File: src/rtl/muldiv_unit_if.sv
// Execute-stage handshake between the pipeline and the iterative RV32M multiply/divide unit.
interface muldiv_unit_if #(
  parameter int XLEN = 32
);
  logic            StartE;
  logic [2:0]      Func3E;
  logic [XLEN-1:0] SrcAE;
  logic [XLEN-1:0] SrcBE;
  logic            FlushE;
  logic            StallMD;
  logic            DoneE;
  logic [XLEN-1:0] ResultE;

  modport master (output StartE, Func3E, SrcAE, SrcBE, FlushE,
                  input  StallMD, DoneE, ResultE);
  modport slave  (input  StartE, Func3E, SrcAE, SrcBE, FlushE,
                  output StallMD, DoneE, ResultE);
endinterface

File: src/rtl/muldiv_unit.sv
// Iterative RV32M multiply/divide unit (shift-add / restoring divide) with pipeline stall request.
// Defining MULDIV_FAST_MUL_EN replaces the iterative multiply with a single-cycle multiplier.
module muldiv_unit #(
  parameter int XLEN = 32
) (
  input  logic         clk,
  input  logic         reset,
  muldiv_unit_if.slave md
);
  localparam int              CW       = $clog2(XLEN);
  localparam logic [CW-1:0]   CNT_LAST = CW'(XLEN - 1);
  localparam logic [XLEN-1:0] MOST_NEG = {1'b1, {(XLEN-1){1'b0}}};

  typedef enum logic [1:0] {IDLE, CALC, FIX, DONE} state_t;

  state_t            state_q, state_d;
  logic [2*XLEN-1:0] acc_q, acc_d;
  logic [XLEN-1:0]   opb_q, opb_d;
  logic [XLEN-1:0]   result_q, result_d;
  logic [CW-1:0]     cnt_q, cnt_d;
  logic [2:0]        func_q, func_d;
  logic              neg_q, neg_d;
  logic              negr_q, negr_d;

  function automatic logic [XLEN-1:0] neg_if(input logic [XLEN-1:0] v, input logic n);
    return n ? -v : v;
  endfunction

  function automatic logic [2*XLEN-1:0] neg2_if(input logic [2*XLEN-1:0] v, input logic n);
    return n ? -v : v;
  endfunction

  logic            is_div, sign_a, sign_b, a_neg, b_neg;
  logic            div_zero, div_ovf, special, fast_hit;
  logic [XLEN-1:0] mag_a, mag_b, special_res, fast_res;

  // Issue-cycle decode: operand signedness, magnitudes and the divide corner cases.
  always_comb begin
    is_div      = md.Func3E[2];
    sign_a      = is_div ? ~md.Func3E[0] : (md.Func3E[1] ^ md.Func3E[0]);
    sign_b      = is_div ? ~md.Func3E[0] : (md.Func3E == 3'b001);
    a_neg       = sign_a & md.SrcAE[XLEN-1];
    b_neg       = sign_b & md.SrcBE[XLEN-1];
    mag_a       = neg_if(md.SrcAE, a_neg);
    mag_b       = neg_if(md.SrcBE, b_neg);
    div_zero    = is_div & (md.SrcBE == '0);
    div_ovf     = is_div & ~md.Func3E[0] & (md.SrcAE == MOST_NEG) & (md.SrcBE == '1);
    special     = div_zero | div_ovf;
    special_res = div_zero ? (md.Func3E[1] ? md.SrcAE : '1)
                           : (md.Func3E[1] ? '0 : md.SrcAE);
  end

`ifdef MULDIV_FAST_MUL_EN
  logic signed [XLEN:0]     fast_a, fast_b;
  logic signed [2*XLEN-1:0] fast_p;

  always_comb begin
    fast_a   = {a_neg, md.SrcAE};
    fast_b   = {b_neg, md.SrcBE};
    fast_p   = $signed({{(XLEN-1){fast_a[XLEN]}}, fast_a}) *
               $signed({{(XLEN-1){fast_b[XLEN]}}, fast_b});
    fast_hit = ~is_div;
    fast_res = (md.Func3E[1:0] == 2'b00) ? fast_p[XLEN-1:0] : fast_p[2*XLEN-1:XLEN];
  end
`else
  always_comb begin
    fast_hit = 1'b0;
    fast_res = '0;
  end
`endif

  logic [XLEN:0]     mul_sum, div_sh, div_diff;
  logic [2*XLEN-1:0] mul_step, div_step, prod_fix;
  logic [XLEN-1:0]   quot_fix, rem_fix, fix_res;

  // acc holds {partial product, multiplier} for multiply and {remainder, dividend/quotient} for divide.
  always_comb begin
    mul_sum  = {1'b0, acc_q[2*XLEN-1:XLEN]} + (acc_q[0] ? {1'b0, opb_q} : '0);
    mul_step = {mul_sum, acc_q[XLEN-1:1]};
    div_sh   = {acc_q[2*XLEN-1:XLEN], acc_q[XLEN-1]};
    div_diff = div_sh - {1'b0, opb_q};
    div_step = div_diff[XLEN] ? {div_sh[XLEN-1:0], acc_q[XLEN-2:0], 1'b0}
                              : {div_diff[XLEN-1:0], acc_q[XLEN-2:0], 1'b1};
    prod_fix = neg2_if(acc_q, neg_q);
    quot_fix = neg_if(acc_q[XLEN-1:0], neg_q);
    rem_fix  = neg_if(acc_q[2*XLEN-1:XLEN], negr_q);
    if (func_q[2])
      fix_res = func_q[1] ? rem_fix : quot_fix;
    else
      fix_res = (func_q[1:0] == 2'b00) ? prod_fix[XLEN-1:0] : prod_fix[2*XLEN-1:XLEN];
  end

  always_comb begin
    state_d = state_q;
    if (md.FlushE) begin
      state_d = IDLE;
    end else begin
      case (state_q)
        IDLE:    if (md.StartE) state_d = (special || fast_hit) ? DONE : CALC;
        CALC:    if (cnt_q == CNT_LAST) state_d = FIX;
        FIX:     state_d = DONE;
        default: state_d = IDLE;
      endcase
    end
  end

  always_comb begin
    acc_d    = acc_q;
    opb_d    = opb_q;
    cnt_d    = cnt_q;
    func_d   = func_q;
    neg_d    = neg_q;
    negr_d   = negr_q;
    result_d = result_q;
    case (state_q)
      IDLE: begin
        if (md.StartE && !md.FlushE) begin
          func_d = md.Func3E;
          cnt_d  = '0;
          neg_d  = a_neg ^ b_neg;
          negr_d = a_neg;
          opb_d  = is_div ? mag_b : mag_a;
          acc_d  = {{XLEN{1'b0}}, (is_div ? mag_a : mag_b)};
          if (special)       result_d = special_res;
          else if (fast_hit) result_d = fast_res;
        end
      end
      CALC: begin
        acc_d = func_q[2] ? div_step : mul_step;
        cnt_d = cnt_q + CW'(1);
      end
      FIX:     if (!md.FlushE) result_d = fix_res;
      default: ;
    endcase
  end

  always_ff @(posedge clk or negedge reset) begin
    if (!reset) begin
      state_q  <= IDLE;
      acc_q    <= '0;
      opb_q    <= '0;
      cnt_q    <= '0;
      func_q   <= '0;
      neg_q    <= 1'b0;
      negr_q   <= 1'b0;
      result_q <= '0;
    end else begin
      state_q  <= state_d;
      acc_q    <= acc_d;
      opb_q    <= opb_d;
      cnt_q    <= cnt_d;
      func_q   <= func_d;
      neg_q    <= neg_d;
      negr_q   <= negr_d;
      result_q <= result_d;
    end
  end

  // A flush releases the stall in the same cycle so the pipeline can refill immediately.
  assign md.StallMD = ~md.FlushE & (((state_q == IDLE) & md.StartE) |
                                    (state_q == CALC) | (state_q == FIX));
  assign md.DoneE   = (state_q == DONE);
  assign md.ResultE = result_q;

endmodule
File: src/flat_wrapper.sv
// flat-port wrapper written by rule: the top's interface ports become plain ports
module muldiv_unit_flat 
#(
  parameter int XLEN = 32
)
  (clk, reset, md_StartE, md_Func3E, md_SrcAE, md_SrcBE, md_FlushE, md_StallMD, md_DoneE, md_ResultE);
  muldiv_unit_if #(.XLEN(XLEN)) md_i ();
  input  logic clk;
  input  logic reset;
  input wire logic [$bits(md_i.StartE)-1:0] md_StartE;
  input wire logic [$bits(md_i.Func3E)-1:0] md_Func3E;
  input wire logic [$bits(md_i.SrcAE)-1:0] md_SrcAE;
  input wire logic [$bits(md_i.SrcBE)-1:0] md_SrcBE;
  input wire logic [$bits(md_i.FlushE)-1:0] md_FlushE;
  output wire logic [$bits(md_i.StallMD)-1:0] md_StallMD;
  output wire logic [$bits(md_i.DoneE)-1:0] md_DoneE;
  output wire logic [$bits(md_i.ResultE)-1:0] md_ResultE;
  assign md_i.StartE = md_StartE;
  assign md_i.Func3E = md_Func3E;
  assign md_i.SrcAE = md_SrcAE;
  assign md_i.SrcBE = md_SrcBE;
  assign md_i.FlushE = md_FlushE;
  assign md_StallMD = md_i.StallMD;
  assign md_DoneE = md_i.DoneE;
  assign md_ResultE = md_i.ResultE;
  muldiv_unit #(.XLEN(XLEN)) u_core (.clk(clk), .reset(reset), .md(md_i));
endmodule
File: config.mk
export PLATFORM = sky130hd
export DESIGN_NAME = muldiv_unit_flat
export DESIGN_NICKNAME = d
export VERILOG_FILES = /design/src/rtl/muldiv_unit_if.sv /design/src/rtl/muldiv_unit.sv /design/src/flat_wrapper.sv
export SDC_FILE = /design/constraint.sdc
export NUM_CORES = 1
export LEC_CHECK = 0
export BUFFER_PORTS_ARGS = -buffer_cell sky130_fd_sc_hd__clkbuf_2
export CORE_UTILIZATION = 55
export CTS_CLUSTER_SIZE = 28
export DETAILED_ROUTE_END_ITERATION = 10
export GPL_TIMING_DRIVEN = 0
export PLACE_DENSITY = 0.82
export SLEW_MARGIN = 10
export SYNTH_ARGS = -nofsm -noshare
export SYNTH_HDL_FRONTEND = slang
export SYNTH_SLANG_ARGS = --single-unit
File: constraint.sdc
create_clock -name clk -period 3.1 [get_ports clk]
set_input_delay 0.155 -clock clk [delete_from_list [all_inputs] [get_ports clk]]
set_output_delay 0.155 -clock clk [all_outputs]
set_load 0.02 [all_outputs]
==> results.md <==
- Sequential share of the synthesized area: 23.1%
- # IOs: 105
- Nets: 2347
- Clk sinks: 140
- Total GRT Usage: 46.5%
- RSZ-0062 raised after global routing: yes
- Placed cells: 2439
- Avg Cell Area, Syn: 7.60 µm²
- Die height: 168 µm
- Max-slew headroom: 33.5%
- Worst-Margin Slew: 997 ps
- Failing checks: negative setup slack
- Post-DR wirelength/cell: 27.1 µm
- Crit-path max FO: 11
- Yosys reg bits: 140
- Initial antenna violation count: 2
- Worst Setup End Kind: register
- Worst vdd ir: 614 µV
- Area delta synth->final: 25.3%
- Setup Skew: 18.7 ps
- CTS buffer count: 17
- LEAKAGE: 8.01 nW
- Largest net degree at the start of global routing: 86
- Most frequent cell after synthesis: a21oi_1
- Vias/cell: 7.03
- Max frequency: 0.306 GHz
- CP required: 3410 ps
- Post-DP HPWL: 51400 µm
- Max-Cap Viols: 0
- PwrDens: 1250 nW/µm²
- I/O Buffers: 103
- Die Area: 28200 µm²
- Setup violators final: 46
- Min-Delay Path Class: primary input to register
- CTS HTree Levels: 4
- Row Count: 60
- Global route overflow: 0
- Setup crit start: u_core.acc_q[51]
- Clock-pin slew on the worst setup and hold paths: 80 ps
- Clk_lat worst skew: 460 ps
- Hold Startpoint: md_SrcBE[0]
- Starting Density: 56.1%
- Dpl ws: -1190 ps
- Multi-input logic area: 12100 µm²
- Crit start category: register
- Period utilisation layout: 105%
- Total power: 23.8 mW
- Drc violations: 0
- Final WS setup: -170 ps
- Synth top cells by count: a21oi_1, nor2_1, nand2_1
- Initial DRC count: 2494
- Final hold slack: 90.7 ps
- CTS tree: built
- Slew Limit Fails: 0
- Post-synth EDFFs: 0
- Worst Path Arrival: 3580 ps
- Die W: 168 µm
- Non-filler cells, final: 2554
- Critical Path Max Stage Delay: 660 ps
- CP Cell Sequence: ha_2 > o21a_1 > a211oi_2 > o21ai_1 > o21ai_4 > mux2i_2 > nand2_2 > buf_12 > buf_12 > mux2i_1 > o21ai_1
- Fin crit period: 3270 ps
- Synth Instances: 1994
- Status: complete, but fails checks
- Seq. cell area: 3520 µm²
- Library cells used by synthesis: 89
- Synthesized cell area: 15200 µm²
- Synth Flop Type: dfrtp_1
- Async SR Flop Fraction: 100%
- Placer congestion estimate: 1.05
- Detailed Routing Iterations Pass 1: 6
- Routed vias: 17900
- Dominant cell type by area after synthesis: dfrtp_1
- Synth Warn #: 0
- Net Count, Synth: 2143
- Synth top area share: 23.1%
- Fillers: 2135
- Launch point of the worst reg-to-reg path: u_core.acc_q[51]
- Endpoints failing hold: 0
- Number of global-route vias before repair: 16000
- Root Driver: clkbuf_16
- First-pass GRT wire length: 97900 µm
- Core Area: 27000 µm²
- ANT nets after route: 0
- Main area contributors after synthesis: dfrtp_1, a21oi_1, ha_1
- Proportion of layout cells with a drive suffix above 1: 24.4%
- WS Path Type: register to register
- DRT Wirelength: 69300 µm
- Clock Tree Buf Depth: 2
- Max stage delay cell, worst path: dfrtp_1
layout make-up:
class                           instances  area share (%)
Multi-Input combinational cell       1638            63.7
Sequential cell                       140            18.5
Timing Repair Buffer                  201            7.13
Buffer                                131            3.80
Tap cell                              341            2.25
Clock buffer                           17            2.24
Inverter                               69            1.40
Clock inverter                         15           0.955
Antenna cell                            2          0.0263
critical path, delay by kind of cell (launching register included):
kind,cells,cell delay [ps]
muxes,2,510
and+or+nand+nor,1,150
AOI/OAI and AO/OA,5,1010
DFF,1,660
buffers and inverters,2,330
adders and majority gates,1,450
state kept, by name (all words and copies together), names as in the netlist:
| signal | cells |
|---|---|
| u_core.acc_q | 64 |
| u_core.md.ResultE | 32 |
| u_core.opb_q | 32 |
| u_core.cnt_q | 5 |
| u_core.func_q | 3 |
| u_core.state_q | 2 |
| u_core.neg_q | 1 |
| u_core.negr_q | 1 |
layer usage:
metal,vias up,GRT usage [%],wire [µm]
met3,366,11.5,9020
met1,8465,60.3,25800
met2,1417,69.3,28800
met5,-,0,0
li1,7697,-,-
met4,0,29.1,5640
cell usage in the layout (no fill, tap or decap), types with 13 or more instances in the layout:
cell       instances
a211oi_1          26
nor2_1           186
nand2b_1          20
o21ai_2           25
mux2_2            25
o21a_1            23
or4_4             13
o21ai_0          102
or3_1             18
buf_4             86
mux2i_1           39
o31ai_1           30
o211ai_1          21
ha_1              53
a31oi_1           19
a21oi_1          167
a21oi_2           24
xor2_1            82
a21o_1            39
dfrtp_2           15
nor3_1            31
clkbuf_16         20
o21ai_1           44
a22oi_1           25
xnor2_1           95
clkbuf_2         112
nand3_1           27
nand4_1           17
nand2_1          169
ha_4              16
clkbuf_1          84
dfrtp_1          125
inv_1             59
stage by stage:
| stage | area [µm²] | utilization (%) | setup TNS, ps |
|---|---|---|---|
| final | 19000 | 70.3 | -3570 |
| after global routing | 19000 | 70.3 | -5000 |
| after CTS | 17800 | 65.9 | -210 |
| after detailed placement | 16200 | 59.8 | -50980 |
| after global placement | 16100 | 59.6 | -133330 |
| after floorplan | 15200 | - | 0 |
worst paths after layout:
path,end,slack [ps],depth (start not counted)
max,u_core.acc_q[47],-170,11
min,u_core.opb_q[0],90,3
max reg2reg,u_core.acc_q[47],-170,11
min reg2reg,u_core.md.ResultE[9],480,2
max in group asynchronous,u_core.acc_q[33],1990,3
min in group asynchronous,u_core.md.ResultE[16],250,2
what timing repair did:
action,4_1_cts,5_1_grt
hold endpoints to repair,58,0
hold buffers,3,0
pin swaps,57,86
gates cloned,0,3
gates resized for setup,188,226
setup buffers,50,41
endpoints found under the setup margin,73,98
cell families (layout without fill, tap and decap cells):
| kind of cell | count (synthesis) | in the layout | share of synthesized area (%) |
|---|---|---|---|
| other | 0 | 2 | 0 |
| and+or+nand+nor | 606 | 606 | 19.6 |
| muxes | 70 | 70 | 4.85 |
| xor gates and xnor gates | 183 | 183 | 10.6 |
| adders and majority gates | 78 | 78 | 6.54 |
| AOI/OAI and AO/OA | 701 | 701 | 29.7 |
| DFF | 140 | 140 | 23.1 |
| buffers and inverters | 216 | 433 | 5.65 |
report_power, final:
part           switching [mW]  leakage, nW  internal, mW  total [mW]
combinational            10.7         5.95          7.10        17.8
clock                    1.12        0.297          1.10        2.22
sequential               1.12         1.75          2.62        3.74
total                    12.9         8.01          10.8        23.8
No activity file was read; power rests on OpenSTA's default activity.
